**src/rtl/zorro_master_cycle_pkg.sv**
```systemverilog
// Shared types and constants for the Zorro III bus-master cycle sequencer.
package zorro_master_cycle_pkg;

  localparam int ZM_LANES = 4;
  localparam int ZM_SIZ_W = 2;
  localparam int ZM_A_W   = 2;

  localparam logic [ZM_SIZ_W-1:0] SIZ_LONG  = 2'b00;
  localparam logic [ZM_SIZ_W-1:0] SIZ_BYTE  = 2'b01;
  localparam logic [ZM_SIZ_W-1:0] SIZ_WORD  = 2'b10;
  localparam logic [ZM_SIZ_W-1:0] SIZ_3BYTE = 2'b11;

  typedef enum logic [2:0] {
    ZM_IDLE,
    ZM_ADDR,
    ZM_DATA,
    ZM_TERM,
    ZM_ERR,
    ZM_RECOVER
  } zm_state_t;

endpackage

```
**src/rtl/zorro_master_cycle_if.sv**
```systemverilog
// NCR-side request and Zorro-side strobe signals of one bus-master cycle.
interface zorro_master_cycle_if;
  import zorro_master_cycle_pkg::*;

  logic                req;
  logic                req_read;
  logic [ZM_SIZ_W-1:0] req_siz;
  logic [ZM_A_W-1:0]   req_a;
  logic                bmaster;
  logic                dtack;
  logic                berr;
  logic                fcs;
  logic [ZM_LANES-1:0] ds;
  logic                doe;
  logic                read_out;
  logic                ack;
  logic                err;
  logic                busy;

  modport master (
    input  req, req_read, req_siz, req_a, bmaster, dtack, berr,
    output fcs, ds, doe, read_out, ack, err, busy
  );

  modport slave (
    output req, req_read, req_siz, req_a, bmaster, dtack, berr,
    input  fcs, ds, doe, read_out, ack, err, busy
  );

endinterface

```
**src/rtl/zm_lane_decode.sv**
```systemverilog
// 68030 SIZ/A[1:0] to Zorro byte-lane strobe mask; ds[3] is offset 0.
module zm_lane_decode
  import zorro_master_cycle_pkg::*;
(
  input  logic [ZM_SIZ_W-1:0] i_siz,
  input  logic [ZM_A_W-1:0]   i_a,
  output logic [ZM_LANES-1:0] o_mask
);

  logic [2:0] w_n;
  logic [2:0] w_last;

  always_comb begin
    w_n = 3'd4;
    case (i_siz)
      SIZ_LONG:  w_n = 3'd4;
      SIZ_BYTE:  w_n = 3'd1;
      SIZ_WORD:  w_n = 3'd2;
      SIZ_3BYTE: w_n = 3'd3;
    endcase
    // Transfers that run past offset 3 are clipped by the loop bound.
    w_last = {1'b0, i_a} + w_n - 3'd1;
    o_mask = '0;
    for (int off = 0; off < ZM_LANES; off++) begin
      if ((3'(off) >= {1'b0, i_a}) && (3'(off) <= w_last)) begin
        o_mask[ZM_LANES-1-off] = 1'b1;
      end
    end
  end

endmodule

```
**src/rtl/zorro_master_cycle.sv**
```systemverilog
// Zorro III bus-master data-cycle sequencer for the NCR 53C710.
// ZORRO_MASTER_TIMEOUT_EN adds a DATA-state timeout that forces an error.
//   state      | meaning
//   ZM_IDLE    | waiting for req with bus granted
//   ZM_ADDR    | fcs asserted, address setup
//   ZM_DATA    | lane strobes out, waiting dtack/berr
//   ZM_TERM    | ack pulse, strobes released
//   ZM_ERR     | err pulse, strobes released
//   ZM_RECOVER | waiting for dtack and berr to negate
module zorro_master_cycle
  import zorro_master_cycle_pkg::*;
#(
  parameter int unsigned ADDR_SETUP = 1,
  parameter int unsigned TIMEOUT    = 255
) (
  input  logic                 CLK,
  input  logic                 RST,
  zorro_master_cycle_if.master bus
);

  if (ADDR_SETUP < 1 || ADDR_SETUP > 7) begin : g_bad_setup
    $error("ADDR_SETUP must be 1..7");
  end
  if (TIMEOUT < 1 || TIMEOUT > 255) begin : g_bad_timeout
    $error("TIMEOUT must be 1..255");
  end

  zm_state_t           r_state;
  logic [ZM_SIZ_W-1:0] r_siz;
  logic [ZM_A_W-1:0]   r_a;
  logic [2:0]          r_setup_cnt;
  logic                r_fcs;
  logic [ZM_LANES-1:0] r_ds;
  logic                r_doe;
  logic                r_read_out;
  logic                r_ack;
  logic                r_err;
  logic [ZM_LANES-1:0] w_lane_mask;
  logic                w_to_expired;

  zm_lane_decode u_lane_decode (
    .i_siz  (r_siz),
    .i_a    (r_a),
    .o_mask (w_lane_mask)
  );

`ifdef ZORRO_MASTER_TIMEOUT_EN
  localparam logic [7:0] TO_LOAD = 8'(TIMEOUT - 1);
  logic [7:0] r_to_cnt;

  // Reloaded outside DATA so it is full on the first DATA cycle.
  always_ff @(posedge CLK) begin
    if (RST) begin
      r_to_cnt <= '0;
    end else if (r_state != ZM_DATA) begin
      r_to_cnt <= TO_LOAD;
    end else if (r_to_cnt != 8'd0) begin
      r_to_cnt <= r_to_cnt - 8'd1;
    end
  end

  assign w_to_expired = (r_to_cnt == 8'd0);
`else
  assign w_to_expired = 1'b0;
`endif

  always_ff @(posedge CLK) begin
    if (RST) begin
      r_state     <= ZM_IDLE;
      r_siz       <= SIZ_LONG;
      r_a         <= '0;
      r_setup_cnt <= '0;
      r_fcs       <= 1'b0;
      r_ds        <= '0;
      r_doe       <= 1'b0;
      r_read_out  <= 1'b1;
      r_ack       <= 1'b0;
      r_err       <= 1'b0;
    end else begin
      r_ack <= 1'b0;
      r_err <= 1'b0;
      case (r_state)
        ZM_IDLE: begin
          if (bus.req && bus.bmaster) begin
            r_siz       <= bus.req_siz;
            r_a         <= bus.req_a;
            r_read_out  <= bus.req_read;
            r_setup_cnt <= 3'(ADDR_SETUP - 1);
            r_fcs       <= 1'b1;
            r_state     <= ZM_ADDR;
          end
        end
        ZM_ADDR: begin
          if (bus.berr || !bus.bmaster) begin
            r_err   <= 1'b1;
            r_fcs   <= 1'b0;
            r_state <= ZM_ERR;
          end else if (r_setup_cnt == 3'd0) begin
            r_ds    <= w_lane_mask;
            r_doe   <= !r_read_out;
            r_state <= ZM_DATA;
          end else begin
            r_setup_cnt <= r_setup_cnt - 3'd1;
          end
        end
        ZM_DATA: begin
          if (bus.berr || !bus.bmaster) begin
            r_err   <= 1'b1;
            r_fcs   <= 1'b0;
            r_ds    <= '0;
            r_doe   <= 1'b0;
            r_state <= ZM_ERR;
          end else if (bus.dtack) begin
            r_ack   <= 1'b1;
            r_fcs   <= 1'b0;
            r_ds    <= '0;
            r_doe   <= 1'b0;
            r_state <= ZM_TERM;
          end else if (w_to_expired) begin
            r_err   <= 1'b1;
            r_fcs   <= 1'b0;
            r_ds    <= '0;
            r_doe   <= 1'b0;
            r_state <= ZM_ERR;
          end
        end
        ZM_TERM, ZM_ERR: begin
          r_state <= ZM_RECOVER;
        end
        ZM_RECOVER: begin
          if (!bus.dtack && !bus.berr) begin
            r_read_out <= 1'b1;
            r_state    <= ZM_IDLE;
          end
        end
        default: begin
          r_state <= ZM_IDLE;
        end
      endcase
    end
  end

  assign bus.fcs      = r_fcs;
  assign bus.ds       = r_ds;
  assign bus.doe      = r_doe;
  assign bus.read_out = r_read_out;
  assign bus.ack      = r_ack;
  assign bus.err      = r_err;
  assign bus.busy     = (r_state != ZM_IDLE);

endmodule

```
**src/flat_wrapper.sv**
```systemverilog
// flat-port wrapper written by rule: the top's interface ports become plain ports
module zorro_master_cycle_flat import zorro_master_cycle_pkg::*;
#(
  parameter int unsigned ADDR_SETUP = 1,
  parameter int unsigned TIMEOUT    = 255
)
  (CLK, RST, bus_req, bus_req_read, bus_req_siz, bus_req_a, bus_bmaster, bus_dtack, bus_berr, bus_fcs, bus_ds, bus_doe, bus_read_out, bus_ack, bus_err, bus_busy);
  zorro_master_cycle_if bus_i ();
  input  logic CLK;
  input  logic RST;
  input wire logic [$bits(bus_i.req)-1:0] bus_req;
  input wire logic [$bits(bus_i.req_read)-1:0] bus_req_read;
  input wire logic [$bits(bus_i.req_siz)-1:0] bus_req_siz;
  input wire logic [$bits(bus_i.req_a)-1:0] bus_req_a;
  input wire logic [$bits(bus_i.bmaster)-1:0] bus_bmaster;
  input wire logic [$bits(bus_i.dtack)-1:0] bus_dtack;
  input wire logic [$bits(bus_i.berr)-1:0] bus_berr;
  output wire logic [$bits(bus_i.fcs)-1:0] bus_fcs;
  output wire logic [$bits(bus_i.ds)-1:0] bus_ds;
  output wire logic [$bits(bus_i.doe)-1:0] bus_doe;
  output wire logic [$bits(bus_i.read_out)-1:0] bus_read_out;
  output wire logic [$bits(bus_i.ack)-1:0] bus_ack;
  output wire logic [$bits(bus_i.err)-1:0] bus_err;
  output wire logic [$bits(bus_i.busy)-1:0] bus_busy;
  assign bus_i.req = bus_req;
  assign bus_i.req_read = bus_req_read;
  assign bus_i.req_siz = bus_req_siz;
  assign bus_i.req_a = bus_req_a;
  assign bus_i.bmaster = bus_bmaster;
  assign bus_i.dtack = bus_dtack;
  assign bus_i.berr = bus_berr;
  assign bus_fcs = bus_i.fcs;
  assign bus_ds = bus_i.ds;
  assign bus_doe = bus_i.doe;
  assign bus_read_out = bus_i.read_out;
  assign bus_ack = bus_i.ack;
  assign bus_err = bus_i.err;
  assign bus_busy = bus_i.busy;
  zorro_master_cycle #(.ADDR_SETUP(ADDR_SETUP), .TIMEOUT(TIMEOUT)) u_core (.CLK(CLK), .RST(RST), .bus(bus_i));
endmodule
```
**config.mk**
```make
export PLATFORM = sky130hd
export DESIGN_NAME = zorro_master_cycle_flat
export DESIGN_NICKNAME = d
export VERILOG_FILES = /design/src/rtl/zorro_master_cycle_pkg.sv /design/src/rtl/zorro_master_cycle_if.sv /design/src/rtl/zm_lane_decode.sv /design/src/rtl/zorro_master_cycle.sv /design/src/flat_wrapper.sv
export SDC_FILE = /design/constraint.sdc
export NUM_CORES = 1
export LEC_CHECK = 0
export BUFFER_PORTS_ARGS = -buffer_cell sky130_fd_sc_hd__buf_2
export CELL_PAD_IN_SITES_DETAIL_PLACEMENT = 0
export CELL_PAD_IN_SITES_GLOBAL_PLACEMENT = 1
export CORE_ASPECT_RATIO = 0.6
export CORE_MARGIN = 2
export CORE_UTILIZATION = 38
export CTS_BUF_LIST = sky130_fd_sc_hd__clkbuf_4 sky130_fd_sc_hd__clkbuf_8
export DETAILED_ROUTE_END_ITERATION = 12
export GPL_TIMING_DRIVEN = 0
export PLACE_DENSITY = 0.79
export SYNTH_ARGS = -nofsm -noshare
export SYNTH_HDL_FRONTEND = slang
export SYNTH_SLANG_ARGS = --single-unit
export TNS_END_PERCENT = 1
```
**constraint.sdc**
```tcl
create_clock -name CLK -period 1.65 [get_ports CLK]
set_input_delay 0.165 -clock CLK [delete_from_list [all_inputs] [get_ports CLK]]
set_output_delay 0.165 -clock CLK [all_outputs]
set_load 0.01 [all_outputs]
```
* Word level (Yosys, flattened, before mapping)
Cells that the tools add are included.
** Word-level totals
- Register bits after elaboration :: 19
- Output and inout bits :: 10
- Word-level logic and storage cells :: 100
** Operators by class
- Add/sub/neg operators :: 3
- Magnitude comparators :: 7
- Equal/unequal tests :: 16
- Multiplexer cells :: 34
- Bitwise gates (word level) :: 2
- Reductions and logical operators :: 28
** Operators by type and width (number)
- 3-bit 2-to-1 mux :: 9
- 4-bit 2-to-1 mux :: 4
- 4-bit AND reduction :: 4
- 3-bit one-hot mux with 5 select lines :: 1
- 1-bit 2-to-1 mux :: 14
- 3-bit one-hot mux with 4 select lines :: 1
- 2-bit by 1-bit != test with 1-bit output, second input constant :: 4
- 4-bit one-hot mux with 2 select lines :: 1
- 3-bit by 2-bit equality test with 1-bit output, second input constant :: 2
- 3-bit equality test, second input constant :: 2
- 1-bit by 3-bit less-or-equal comparator with 1-bit output, first input constant :: 2
- 2-bit by 3-bit less-or-equal comparator with 1-bit output, first input constant :: 2
- 3-bit logical NOT :: 2
- 3-bit one-hot mux with 2 select lines :: 1
- 2-bit nonzero test :: 3
- 3-bit nonzero test :: 2
- 2-bit OR reduction :: 3
- 3-bit by 1-bit subtractor with 3-bit output, second input constant :: 2
- 1-bit logical AND :: 5
- 2-bit equality test, second input constant :: 2
- 1-bit by 2-bit greater-or-equal comparator with 1-bit output, first input constant :: 2
- 1-bit logical NOT :: 4
- 2-bit != test, second input constant :: 2
- 1-bit one-hot mux with 2 select lines :: 2
- 13 further kinds :: 14

* Depth between registers and ports, before layout
Gate-level depths: netlist (run 1).
- Depth in word-level cells :: 10
- Depth in mapped cells :: 8
- Mapped depth without buffers :: 8

* Hierarchy
Synthesis (run 1) repeated with hierarchy kept, for this count alone.
** Unflattened totals
- Cell total of the unflattened synthesis :: 113
- Area, all modules :: 1001.0 um^2
** By module, submodules not included
- zorro_master_cycle :: times used 1, cells an instance 96, area an instance 893.4 um^2
- zm_lane_decode :: times used 1, cells an instance 17, area an instance 107.6 um^2

* Least setup slack after synthesis (run 1)
Ideal clock, no wire load.
- Path kind :: reg-to-reg
- From :: register u_core.r_a[1]
- To :: register u_core.r_ds[0], in the netlist u_core.bus.ds[0]
- Setup time :: 0.087 ns
- Data arrival time :: 1.538 ns
- Setup slack :: 0.025 ns
- Stages on the path, launching flop included :: 9
- Buffers on the path :: 0
- Path through :: dfxtp_1 > inv_1 > ha_1 > inv_1 > ha_1 > xnor2_1 > xnor2_1 > o211ai_1 > o31ai_1
** Between the ends
- Cells in the longest elaborated chain, start to end :: 7
** RTL lines
- start, declared :: line zorro_master_cycle.sv:30 : logic [ZM_A_W-1:0] r_a;
- start signal, assigned :: line zorro_master_cycle.sv:86 : r_a <= bus.req_a;
- 2-bit by 3-bit adder with 3-bit output :: line zm_lane_decode.sv:22 : w_last = {1'b0, i_a} + w_n - 3'd1;
- 3-bit by 1-bit subtractor with 3-bit output :: line zm_lane_decode.sv:22
- 2-bit by 3-bit less-or-equal comparator with 1-bit output :: line zm_lane_decode.sv:25 : if ((3'(off) >= {1'b0, i_a}) && (3'(off) <= w_last)) begin
- 1-bit 2-to-1 mux :: line zm_lane_decode.sv:25
- 4-bit 2-to-1 mux :: line zorro_master_cycle.sv:98 : end else if (r_setup_cnt == 3'd0) begin
- 4-bit 2-to-1 mux :: line zorro_master_cycle.sv:94 : if (bus.berr || !bus.bmaster) begin
- 4-bit one-hot mux with 2 select lines :: line zorro_master_cycle.sv:82 : case (r_state)
- end signal, assigned :: line zorro_master_cycle.sv:99 : r_ds <= w_lane_mask;
- end, declared :: line zorro_master_cycle.sv:33 : logic [ZM_LANES-1:0] r_ds;
Every way passes these cells. The select of a mux whose other input is x is not followed.
A chain may end at the register's enable or synchronous reset.

* Final worst setup path (run 1)
- From :: register u_core.r_siz[1]
- To :: register u_core.r_ds[1], in the netlist u_core.bus.ds[1]
** Between the ends
- Cells in the longest elaborated chain, start to end :: 10
- Elaborated cells between the ends (all ways) :: 13
- Classes of those cells :: add/sub: 2; order compare: 1; eq/ne: 3; mux: 5; reduce/logical: 2
** RTL lines
- start, declared :: line zorro_master_cycle.sv:29 : logic [ZM_SIZ_W-1:0] r_siz;
- start signal, assigned :: line zorro_master_cycle.sv:85 : r_siz <= bus.req_siz;
- 2-bit equality test (tied with other cells) :: line zm_lane_decode.sv:15 : case (i_siz)
- 3-bit one-hot mux with 4 select lines * :: line zm_lane_decode.sv:15
- 2-bit by 3-bit adder with 3-bit output * :: line zm_lane_decode.sv:22
- 3-bit by 1-bit subtractor with 3-bit output * :: line zm_lane_decode.sv:22
- 2-bit by 3-bit less-or-equal comparator with 1-bit output * :: line zm_lane_decode.sv:25
- 1-bit logical AND * :: line zm_lane_decode.sv:25
- 1-bit 2-to-1 mux * :: line zm_lane_decode.sv:25
- 4-bit 2-to-1 mux * :: line zorro_master_cycle.sv:98
- 4-bit 2-to-1 mux * :: line zorro_master_cycle.sv:94
- 4-bit one-hot mux with 2 select lines * :: line zorro_master_cycle.sv:82
Mark *: on every way between the ends. The rest lies on a longest branch, timed or not. The select of a mux whose other input is x is not followed.

==> impl.org, run 1 <==
** Floorplanning
- The die covers 3480 um^2.
- Die Width :: 74.8 um
- Standard-cell rows :: 15
- Die Y-Extent :: 46.5 um
- The region available for standard cell placement spans 2870 um^2.
- Initial Util :: 39.8%
- During I/O placement, the number of pins put on the boundary was 21.

** Global routing
- The number of global-route vias before repair came to 919.
- The number of antenna violations at the first check in global routing is 0.
- Pin count of the biggest net entering global routing :: 11
- The first global-routing pass estimated 4680 um of wire.
- Summed over all layers, the global routing overflow is 0.
- Global-route total usage across every layer :: 18.7%

** Power and ir drop
- Areal power density over the cells :: 1090 nW/um^2
- The design draws 1660 uW.
- Summed over all cells, the static leakage comes to 0.000581 uW.
- The worst-case IR drop observed on VDD is 0.414 mV.

** Clock tree
- TritonCTS built the clock tree.
- In this run the number of H-tree levels came out at 1.
- Clock network latency to the later pin of the worst-skew pair :: 0.26 ns
- Root buffer cell :: sky130_fd_sc_hd__clkbuf_8
- Counting along the longest clock path gives a buffer depth of 2.
- Number of clock sinks :: 19
- Clock buffer count from CTS :: 3
- Clock-pin slew of the registers on the worst-case setup and hold paths :: 0.07 ns
- For this design, the CTS-stage hold fixing added 0 buffers.

** Worst setup path
- For this run, the slowest stage of the critical path takes 0.37 ns.
- STA classifies the critical path endpoint as a flip-flop.
- Worst Path Class, Setup :: reg2reg
- Broken down by cell family, the worst path's largest delay share belongs to adder cells.
- Worst setup startpoint :: u_core.r_siz[1]$_SDFFE_PP0P_
- Crit path required time :: 1.79 ns
- Data arrival at the endpoint of the critical path :: 1.81 ns
- Of all nets on the critical path, the largest fanout is 3.
- Cell at the slowest stage of the critical path :: sky130_fd_sc_hd__dfxtp_2
- Worst r2r src :: u_core.r_siz[1]$_SDFFE_PP0P_
- Setup crit start kind :: flip-flop
- List of cells traversed by the critical path :: inv_2 -> ha_4 -> inv_2 -> ha_4 -> xnor2_2 -> xnor2_2 -> buf_4 -> o2111ai_4 -> nand2_1
- Buffers and inverters on the worst path :: 3

** Logic synthesis
- Yosys attributes the largest share of cell area to sky130_fd_sc_hd__dfxtp_1 (33%), sky130_fd_sc_hd__ha_1 (5.5%), sky130_fd_sc_hd__mux2i_1 (5.3%).
- Synthesis inferred 19 register bits.
- Mean instance size in the synthesized netlist :: 8.92 um^2
- Commonest cells in the netlist :: sky130_fd_sc_hd__dfxtp_1 (19), sky130_fd_sc_hd__a21oi_1 (10), sky130_fd_sc_hd__inv_1 (9), sky130_fd_sc_hd__nor2_1 (9), sky130_fd_sc_hd__o21ai_0 (8)
- Post-Syn Nets :: 144
- Cell type contributing the most total cell area after synthesis :: sky130_fd_sc_hd__dfxtp_1
- For this run, the leading register cell type out of synthesis is sky130_fd_sc_hd__dfxtp_1.
- Most repeated cell in the gate-level netlist after synthesis :: sky130_fd_sc_hd__dfxtp_1
- The cell area that synthesis handed to floorplanning was 1140 um^2.
- Of the synthesized area, sequential elements account for 33.3%.
- Number of flops mapped to enable cells by yosys :: 0
- During synthesis, Yosys emitted a total of 0 warnings.
- In the synthesized netlist, the number of instances is 128.
- Synthesis instantiated 45 different standard cells from the library.
- Of all flip-flops after synthesis, the portion carrying an async set or reset was 0%.
- Top cell type's share of synthesized area :: 33.3%

** STA
- The worst path in the final design needs a cycle of 1.67 ns, including I/O delays and setup.
- Hold timing on the final database bottoms out at a slack of 0.142 ns.
- Maximum clock rate :: 0.597 GHz
- In this run the tightest slew margin relative to its limit is 65.4%.
- The hold violation count in the final report was 0.
- In the finished design, the share of the clock period the worst path needs comes to 101%.
- For the pin with the worst max-slew slack, the measured transition is 0.519 ns.
- Setup violations remaining at the end of the flow were counted as 1.
- The clock arrives with 0.00739 ns of skew.
- In the post-route analysis, the smallest setup slack over all paths is -0.0242 ns.
- Setup repair after global routing could not meet its margin everywhere.
- Max-slew violation total from the final report :: 0
- In the final timing run, aggregate negative setup slack is -0.0242 ns.

** Drt
- Number of iterations in the first detailed-routing pass :: 4
- Remaining antenna violation count :: 0
- Vias :: 1091
- After detailed routing, the met2 layer carries 1340 um of wire.
- The detailed router put a total of 1550 um of wire on met1.
- Routed length on met3 :: 231 um
- Post-Route WL :: 3130 um
- Routed length per placed instance :: 15.8 um
- Vias per Instance :: 5.51
- Starting DRC count in detailed routing :: 47
- DRC Markers :: 0
- The highest metal layer carrying signal wires in the routed design is met4.

** Final layout
- Share of cells above drive strength 1 :: 39.1%
- For this run, the post-layout net count is 173.
- The filler cells instantiated in the layout total 276.
- Area of the multi-input gates :: 820 um^2
- With fillers left out, the area of the finished cells amounts to 1520 um^2.
- Combined flip-flop and latch cell area :: 390 um^2
- Relative to the synthesized area, the layout overhead comes to 33.3%.
- Finished Core Util :: 53.0%
- The number of antenna diodes in the final layout is 0.

** Min path
- Startpoint of the worst hold path :: bus_req_siz[1]
- The path class of the tightest hold or removal check is in2reg.

** Placement
- Port buffering added 20 buffers.
- Instance area after placement :: 1290 um^2
- At the end of routability-driven placement, the weighted congestion stood at 0.886.
- Summed over all nets, the half-perimeter wirelength after detailed placement is 2280 um.

** Run status
- The run finished, with violations left.
- Violations in the final reports :: negative setup slack

** Run
- Across the run, the number of max-cap violations was 0.
## worst reg2reg max path: stages (launching register included)
cell	delay, ns
sky130_fd_sc_hd__dfxtp_2	0.37
sky130_fd_sc_hd__inv_2	0.05
sky130_fd_sc_hd__ha_4	0.26
sky130_fd_sc_hd__inv_2	0.03
sky130_fd_sc_hd__ha_4	0.15
sky130_fd_sc_hd__xnor2_2	0.19
sky130_fd_sc_hd__xnor2_2	0.11
sky130_fd_sc_hd__buf_4	0.15
sky130_fd_sc_hd__o2111ai_4	0.18
sky130_fd_sc_hd__nand2_1	0.06
## kinds of logic (layout without fill, tap and decap cells)
| kind of cell | after synthesis | count (layout) | share of synthesized area [%] |
|---|---|---|---|
| adders and majority gates | 5 | 5 | 5.48 |
| muxes | 6 | 6 | 5.26 |
| and+or+nand+nor | 46 | 46 | 26.9 |
| xor gates and xnor gates | 2 | 2 | 1.53 |
| buffers and inverters | 15 | 43 | 5.80 |
| DFF | 19 | 19 | 33.3 |
| AOI/OAI and AO/OA | 35 | 35 | 21.7 |
## cell type report
class,instances,area share (%)
sequential,19,25.6
timing repair buffer,24,9.37
multi-input combinational,94,53.8
clock buffer,4,3.20
buffer,6,2.30
inverter,9,2.22
tap,42,3.45
## stage by stage
step | cells | setup slack, ns
final | 198 | -0.0242
after global routing | 198 | -0.0945
after CTS | 197 | -0.0480
after detailed placement | 190 | -0.129
after global placement | 190 | -0.0964
after floorplan | 128 | 0.0245
## state kept, by name, indices dropped and copies added (netlist names)
register / flops
u_core.bus.fcs: 1
u_core.r_a: 2
u_core.r_state: 3
u_core.bus.ack: 1
u_core.bus.read_out: 1
u_core.bus.err: 1
u_core.bus.doe: 1
u_core.r_setup_cnt: 3
u_core.r_siz: 2
u_core.bus.ds: 4
## layout by cell type (no fill, tap or decap), types with 2 or more instances in the layout
master | netlist | final
sky130_fd_sc_hd__o41ai_1 | 2 | 2
sky130_fd_sc_hd__ha_1 | 5 | 2
sky130_fd_sc_hd__nor3b_1 | 5 | 4
sky130_fd_sc_hd__clkbuf_1 | 2 | 2
sky130_fd_sc_hd__nor2_1 | 9 | 9
sky130_fd_sc_hd__mux2i_1 | 6 | 6
sky130_fd_sc_hd__a311oi_1 | 2 | 2
sky130_fd_sc_hd__dfxtp_2 | 0 | 5
sky130_fd_sc_hd__nor3_1 | 3 | 3
sky130_fd_sc_hd__buf_2 | 2 | 21
sky130_fd_sc_hd__ha_4 | 0 | 3
sky130_fd_sc_hd__nand4_1 | 2 | 2
sky130_fd_sc_hd__nor2b_1 | 6 | 6
sky130_fd_sc_hd__buf_4 | 0 | 3
sky130_fd_sc_hd__clkbuf_8 | 0 | 3
sky130_fd_sc_hd__a21oi_1 | 10 | 9
sky130_fd_sc_hd__xnor2_2 | 0 | 2
sky130_fd_sc_hd__inv_2 | 0 | 4
sky130_fd_sc_hd__or3_1 | 3 | 3
sky130_fd_sc_hd__o21ai_0 | 8 | 7
sky130_fd_sc_hd__inv_1 | 9 | 5
sky130_fd_sc_hd__clkbuf_4 | 0 | 2
sky130_fd_sc_hd__nand2b_4 | 1 | 2
sky130_fd_sc_hd__nand2b_1 | 4 | 3
sky130_fd_sc_hd__dfxtp_1 | 19 | 13
sky130_fd_sc_hd__nand3_1 | 2 | 2
## metal layers
layer  vias to the layer above  track usage (%)
met5                         -                0
met4                         0             4.29
met3                         2             4.60
met2                        35             25.8
met1                       525             28.8
li1                        529                -
## what timing repair did
item | CTS | global route
gates resized for setup | 7 | 24
endpoints found under the setup margin | 13 | 10
setup buffers | 3 | 1
pin swaps | 3 | 9
## where the power goes
part	switching, uW	internal [uW]	leakage (uW)	total, uW
Sequential	53.0	523	0.000158	576
Clock	144	188	0.0000262	332
Combinational	405	351	0.000397	756
Total	602	1060	0.000581	1660
## path summary, 6_finish.rpt
kind / end / slack [ns] / depth (start not counted)
worst min-delay path: u_core.r_siz[1]$_SDFFE_PP0P_ / 0.14 / 3
worst max register to register: u_core.bus.ds[1]$_SDFFE_PP0P_ / -0.02 / 9
worst min register to register: u_core.r_setup_cnt[0]$_SDFFE_PP0P_ / 0.47 / 2
worst max-delay path: u_core.bus.ds[1]$_SDFFE_PP0P_ / -0.02 / 9
Note: power is estimated with default switching activity, not from simulation.
==> run 2: changes to the inputs <==
--- a/config.mk
+++ b/config.mk
@@ -16,3 +16,3 @@
 export GPL_TIMING_DRIVEN = 0
-export PLACE_DENSITY = 0.79
+export PLACE_DENSITY = 0.72
 export SYNTH_ARGS = -nofsm -noshare
==> constraint.sdc (replaced) <==
create_clock -name CLK -period 1.48 [get_ports CLK]
set_input_delay 0.074 -clock CLK [delete_from_list [all_inputs] [get_ports CLK]]
set_output_delay 0.074 -clock CLK [all_outputs]
set_load 0.01 [all_outputs]
==> impl.org, run 2 (synthesis results as in run 1) <==
** Run status
- Run status :: finished, violations left
- Violations in the final reports :: negative setup slack

** STA
- Minimum setup slack in the final design :: -0.108 ns (-0.0843 ns)
- The final critical path time including I/O delays and setup came to 1.59 ns (-0.0857 ns).
- The total negative slack was -0.424 ns (-0.400 ns).
- Count of endpoints failing hold in the final timing report :: 0 (unchanged)
- The post-route clock period utilization is 107% (+5.9 points).
- The final max-slew violation count is 0 (unchanged).
- RSZ-0062 raised after global routing :: true
- Hold slack :: 0.0411 ns (-0.101 ns)
- The final count of negative-setup-slack endpoints was 6 (+5).
- The achievable clock frequency is 0.630 GHz (+5.4%).
- Max-slew headroom at the worst pin :: 66.9% (+1.5 points)
- Slew at the pin closest to its max-slew limit :: 0.497 ns (-0.0218 ns)
- The setup clock skew after layout came to 0.00569 ns (-0.00170 ns).

** Global routing
- First-pass GRT wire length :: 4800 um (+2.7%)
- Global-route total usage across every layer :: 19.1% (+0.38 points)
- Sum of overflow across all layers after global routing :: 0 (unchanged)
- Number of antenna violations at the first check in global routing :: 0 (unchanged)
- The number of global-route vias before repair was 946 (+2.9%).
- The pin count of the biggest net entering global routing is 13 (+2).

** Worst setup path
- In this run the critical register-to-register path is captured at u_core.bus.ds[2]$_SDFFE_PP0P_.
- Crit path required time :: 1.63 ns (-0.16 ns)
- The data arrival time at the worst-slack endpoint came to 1.74 ns (-0.07 ns).
- The critical path is of the reg2reg type.
- The worst setup path is launched from a flip-flop.
- Cell family with the largest share of critical-path delay :: adder cells
- Largest incremental delay on the critical path :: 0.37 ns (about the same)
- The critical path buffer and inverter count was 2 (-1).
- The worst setup path is captured at a flip-flop.
- Cell depth of the worst flop-to-flop path :: 8 (-1)
- Worst r2r src :: u_core.r_a[1]$_SDFFE_PP0P_
- Cell at the slowest stage of the critical path :: sky130_fd_sc_hd__dfxtp_4
- The signal on the critical path passes through inv_2 -> ha_4 -> inv_2 -> ha_4 -> xnor2_4 -> xnor2_2 -> nor3b_1 -> o21ai_1.
- Highest net fanout along the worst path :: 3 (unchanged)
- The setup slack of the worst register-to-register path is -0.11 ns (-0.08 ns).

** Power and ir drop
- The share of total power in combinational logic is 44.5% (-0.9 points).
- Clock group share of total power :: 20.9% (+1.0 points)
- Cell internal power dissipation :: 1170 uW (+10%)
- Proportion of total power due to net switching :: 37.5% (+1.3 points)
- The leakage power summed over all cells is 0.000592 uW (+1.9%).
- The power after layout was 1870 uW (+13%).
- The part of the total power dissipated in sequential elements is 34.6% (about the same).
- Net Switching :: 703 uW (+17%)
- The highest ir drop seen on vdd came to 0.602 mV (+46%).
- The total power divided by cell area is 1210 nW/um^2 (+11%).

** Placement
- The count of port buffers added during placement came to 20 (unchanged).
- Instance area after placement :: 1300 um^2 (about the same)
- The worst setup timing slack at the placement stage is -0.267 ns (-0.138 ns).
- Post-DP HPWL :: 2090 um (-8.1%)
- Placer Congestion :: 0.858 (-3.2%)

** Drt
- Remaining antenna violation count :: 0 (unchanged)
- The first-pass iteration count of the detailed router was 4 (unchanged).
- The via density per instance is 5.46 (-1.0%).
- The post-route DRC violation count was 0 (unchanged).
- The total wirelength of the detailed-routed design was 3100 um (-1.1%).
- Vias :: 1091 (unchanged)
- The DRC marker count from the first detailed-route iteration is 100 (+110%).
- The detail-routed net length per standard cell is 15.5 um (-2.1%).

** Min path
- The startpoint identified for the worst hold timing path is bus_req_siz[1].
- The worst hold path depth was 3 (unchanged).
- The worst hold path terminates at u_core.r_siz[1]$_SDFFE_PP0P_.
- The tightest min-delay check is of the in2reg type.

** Final layout
- The number of antenna diodes came to 0 (unchanged).
- From synthesis to final layout, the design area changed by 35.4%.
- Most common library cell in the layout ignoring fill and taps :: sky130_fd_sc_hd__buf_2
- Total number of nets in the final design :: 175 (+1.2%)
- The final instance area came to 1550 um^2 (+1.6%).
- Share of cells above drive strength 1 :: 42.4% (+3.3 points)
- The top cell types in the final layout, fill and taps aside, are sky130_fd_sc_hd__buf_2 (20), sky130_fd_sc_hd__dfxtp_1 (12), sky130_fd_sc_hd__nor2_1 (9), sky130_fd_sc_hd__a21oi_1 (9).
- Max reg flops :: 4 (unchanged)

** Clock tree
- Root buffer cell :: sky130_fd_sc_hd__clkbuf_8
- The total clock sinks came to 19 (unchanged).
- Clock network latency to the later pin of the worst-skew pair :: 0.27 ns (about the same)
- The CTS H-tree depth came to 1 (unchanged).
- Post-cts hold buffer count :: 0 (unchanged)
- Clock-pin slew of the registers on the worst-case setup and hold paths :: 0.08 ns (about the same)
- TritonCTS clock tree :: done
- Maximum buffer depth of the clock tree :: 2 (unchanged)
- Clock buffer count from CTS :: 3 (unchanged)

** Floorplanning
- The initial standard-cell utilization of the core is 39.8% (unchanged).
- The overall die height is 46.5 um (unchanged).
- The area of the core region was 2870 um^2 (unchanged).
- Ports placed on the boundary :: 21 (unchanged)
- The horizontal die dimension was 74.8 um (unchanged).
- The die area came to 3480 um^2 (unchanged).
- The number of standard-cell rows in the floorplan came to 15 (unchanged).

** Run
- Maximum capacitance violations :: 0 (unchanged)
-- run 2: cell count changes in the layout (fill, tap and decap cells not counted), sizes merged --
cell | before | now
buf | 27 | 29
clkbuf | 7 | 6
clkinvlp | 0 | 1
-- run 2: cell type report --
class,instances,area (um^2)
Clock buffer,3,41.3
Multi-Input combinational cell,94,825
Clock inverter,1,7.51
Buffer,6,45.0
Inverter,9,33.8
Fill cell,272,1330
Tap cell,42,52.6
Timing Repair Buffer,26,145
Sequential cell,19,397
-- run 2: power groups by stage --
stage / clock network (uW) / registers (uW) / logic [uW]
floorplan: 0 / 649 / 462
global placement: 0 / 646 / 636
detailed placement: 0 / 648 / 635
CTS: 400 / 641 / 760
global route: 422 / 658 / 900
finish: 392 / 648 / 834
-- run 2: metrics by stage --
stage	util [%]	std cells
floorplan	-	128
global placement	45.1	190
detailed placement	45.1	190
CTS	51.7	200
global route	53.9	200
finish	53.9	200
-- run 2: per-layer routing --
layer | vias to the layer above | global-route usage, % | share of wire (%)
li1 | 538 | - | -
met1 | 505 | 30.0 | 51
met2 | 44 | 24.6 | 40
met3 | 4 | 5.69 | 7.3
met4 | 0 | 4.64 | 1.1
met5 | - | 0 | 0
-- run 2: worst max path at each step --
stage / start / end / cells past startpoint / slack, ns
global placement: u_core.r_state[2]$_SDFFE_PP0P_ / u_core.bus.read_out$_SDFFE_PP1P_ / 5 / -0.28
detailed placement: u_core.r_state[2]$_SDFFE_PP0P_ / u_core.bus.read_out$_SDFFE_PP1P_ / 5 / -0.27
global route: u_core.r_siz[1]$_SDFFE_PP0P_ / u_core.bus.ds[2]$_SDFFE_PP0P_ / 8 / -0.17
floorplan: u_core.r_a[1]$_SDFFE_PP0P_ / u_core.bus.ds[0]$_SDFFE_PP0P_ / 8 / -0.09
CTS: u_core.r_a[1]$_SDFFE_PP0P_ / u_core.bus.ds[0]$_SDFFE_PP0P_ / 8 / -0.14
finish: u_core.r_a[1]$_SDFFE_PP0P_ / u_core.bus.ds[2]$_SDFFE_PP0P_ / 8 / -0.11
-- run 2: what timing repair did --
action,4_1_cts,5_1_grt
gates cloned,0,0
setup endpoints to repair,18,17
resized for setup,26,14
endpoints found under the hold margin,0,0
setup buffers,6,0
pin swaps,10,8
-- run 2: tightest hold or removal path, cell delays in order --
cell	delay (ns)
sky130_fd_sc_hd__buf_2	0.08
sky130_fd_sc_hd__mux2i_1	0.05
sky130_fd_sc_hd__nor2_1	0.07
==> run 3: changes to the inputs <==
SKIP_CTS_REPAIR_TIMING = 1   (was unset)
==> impl.org, run 3 (synthesis results as in run 1) <==
** Run status
- Run status :: finished, violations left
- Violations in the final reports :: negative setup slack

** Global routing
- Pin count of the biggest net entering global routing :: 13 (unchanged)
- The leftover overflow at the end of global routing came to 0 (unchanged).
- First-pass GRT wire length :: 4440 um (-7.5%)
- The number of global-route vias before repair is 903 (-4.5%).
- The overall track demand over capacity in global routing is 17.6% (-1.5 points).
- Number of antenna violations at the first check in global routing :: 0 (unchanged)

** STA
- Max-slew headroom at the worst pin :: 67.7% (+0.87 points)
- The final max-slew violation count was 0 (unchanged).
- The worst path setup slack after routing was -0.174 ns (-0.0654 ns).
- Final worst clock skew :: 0.00785 ns (+0.00217 ns)
- Part of the cycle the worst path needs :: 112% (+4.4 points)
- Slew at the pin closest to its max-slew limit :: 0.484 ns (-0.0131 ns)
- Count of endpoints failing hold in the final timing report :: 0 (unchanged)
- The final critical path time including I/O delays and setup is 1.65 ns (+0.0654 ns).
- RSZ-0062 raised after global routing :: true
- Hold slack :: 0.0383 ns (-0.00282 ns)
- The achievable clock frequency came to 0.605 GHz (-4.0%).
- The total negative slack was -0.808 ns (-0.384 ns).
- Number of setup violations in the final report :: 8 (+2)

** Clock tree
- In this run the clock root is driven by a sky130_fd_sc_hd__clkbuf_8.
- Maximum buffer depth of the clock tree :: 2 (unchanged)
- Clock network latency to the later pin of the worst-skew pair :: 0.27 ns (about the same)
- The register clock-pin slew on the reported worst setup and hold paths was 0.09 ns (about the same).
- TritonCTS built the clock tree.
- The TritonCTS buffer count came to 3 (unchanged).
- The CTS H-tree depth is 1 (unchanged).
- Number of clock sinks :: 19 (unchanged)

** Final layout
- Filler-free cell count of the finished design :: 197 (-1.5%)
- The net total in the final layout is 172 (-1.7%).
- Number of diodes added for antenna fixing :: 0 (unchanged)
- Relative to the synthesized area, the layout overhead comes to 32.0%.
- The number of filler instances in the final layout was 273 (+0.37%).
- Share of cells above drive strength 1 :: 40.0% (-2.4 points)
- Max reg flops :: 4 (unchanged)
- Leaving out fill and tap cells, the most frequent cell in the layout is sky130_fd_sc_hd__buf_2.
- Combined flip-flop and latch cell area :: 392 um^2 (-1.3%)
- The footprint of the multi-input gates was 800 um^2 (-3.0%).
- In the layout the commonest cells are sky130_fd_sc_hd__buf_2 (20), sky130_fd_sc_hd__dfxtp_1 (12), sky130_fd_sc_hd__nor2_1 (9), sky130_fd_sc_hd__a21oi_1 (9), sky130_fd_sc_hd__o21ai_0 (7).

** Placement
- Cell count after placement :: 190 (unchanged)
- The count of port buffers added during placement was 20 (unchanged).
- The routability congestion estimate was 0.858 (unchanged).
- Post-DP HPWL :: 2090 um (unchanged)

** Drt
- The total wirelength of the detailed-routed design came to 2970 um (-4.3%).
- Routed length per placed instance :: 15.1 um (-2.8%)
- Starting DRC count in detailed routing :: 85 (-15%)
- Vias :: 1085 (-0.55%)
- DRC Markers :: 0 (unchanged)
- The first-pass iteration count of the detailed router was 4 (unchanged).
- Remaining antenna violation count :: 0 (unchanged)
- Vias per Instance :: 5.51 (+0.96%)

** Worst setup path
- The slowest stage of the critical path is the sky130_fd_sc_hd__dfxtp_4 cell.
- Crit path required time :: 1.66 ns (+0.03 ns)
- STA classifies the critical path startpoint as a flip-flop.
- List of cells traversed by the critical path :: inv_4 -> ha_4 -> inv_2 -> ha_4 -> xnor2_2 -> xnor2_2 -> o211ai_1 -> o31ai_1
- Data arrival at the endpoint of the critical path :: 1.84 ns (+0.10 ns)
- By startpoint and endpoint, the worst setup path is classified as reg2reg.
- The longest individual stage delay on the worst path is 0.39 ns (+0.02 ns).
- The worst setup path is captured at a flip-flop.
- The maximum fanout along the worst path was 5 (+2).

** Power and ir drop
- Tot Pwr :: 1840 uW (-2.0%)
- The total power divided by cell area came to 1220 nW/um^2 (+0.57%).
- The highest ir drop seen on vdd came to 0.497 mV (-17%).
- LEAKAGE :: 0.000577 uW (-2.5%)

** Floorplanning
- The area of the core region was 2870 um^2 (unchanged).
- The initial standard-cell utilization of the core was 39.8% (unchanged).
- Die Area :: 3480 um^2 (unchanged)
- Ports placed on the boundary :: 21 (unchanged)
- The horizontal die dimension is 74.8 um (unchanged).
- The overall die height is 46.5 um (unchanged).
- The number of standard-cell rows in the floorplan came to 15 (unchanged).

** Run
- The number of max-cap violations is 0 (unchanged).

** Min path
- Worst Hold Class :: in2reg
[run 3: cell types whose count changed in the layout (fill, tap and decap cells not counted), sizes merged]
cell | previous run | this run
buf | 29 | 26
[run 3: worst paths after layout]
path | slack (ns) | depth (start not counted) | endpoint | startpoint
max reg2reg | -0.17 | 8 | u_core.bus.ds[0]$_SDFFE_PP0P_ | u_core.r_a[1]$_SDFFE_PP0P_
min | 0.04 | 3 | u_core.r_siz[1]$_SDFFE_PP0P_ | bus_req_siz[1]
min reg2reg | 0.47 | 2 | u_core.bus.ds[3]$_SDFFE_PP0P_ | u_core.bus.ds[3]$_SDFFE_PP0P_
max | -0.17 | 8 | u_core.bus.ds[0]$_SDFFE_PP0P_ | u_core.r_a[1]$_SDFFE_PP0P_
[run 3: worst max-delay path, delay by kind of cell, from the launching register on]
| family | cells | cell delay, ns |
|---|---|---|
| flops | 1 | 0.39 |
| xor+xnor | 2 | 0.35 |
| buf+inv | 2 | 0.08 |
| compound gates | 2 | 0.33 |
| fa+ha+maj | 2 | 0.40 |
[run 3: through the flow]
step	setup WS [ns]	utilization [%]	cell area [um^2]
floorplan	-0.0916	-	1140
global placement	-0.280	45.1	1300
detailed placement	-0.267	45.1	1300
CTS	-0.299	46.8	1350
global route	-0.230	52.5	1510
finish	-0.174	52.5	1510
[run 3: area by class of cell]
| cell class | count | area share, % |
|---|---|---|
| plain buffers | 6 | 2.74 |
| clock inverters | 1 | 0.498 |
| inverters | 9 | 2.57 |
| clock buffers | 3 | 2.74 |
| multi-input cells | 94 | 53.0 |
| flip-flops and latches | 19 | 26.0 |
| repair buffers | 23 | 8.96 |
| well taps | 42 | 3.49 |
[run 3: power breakdown]
part           switching, uW  total, uW  leakage (uW)  internal [uW]
sequential              65.8        650      0.000158            584
clock                    206        396     0.0000217            191
combinational            414        791      0.000397            376
total                    686       1840      0.000577           1150
[run 3: layer usage]
layer,routed length [um],track usage (%)
met1,1510,26.8
met2,1230,23.7
met3,199,5.25
met4,21,4.29
met5,0,0
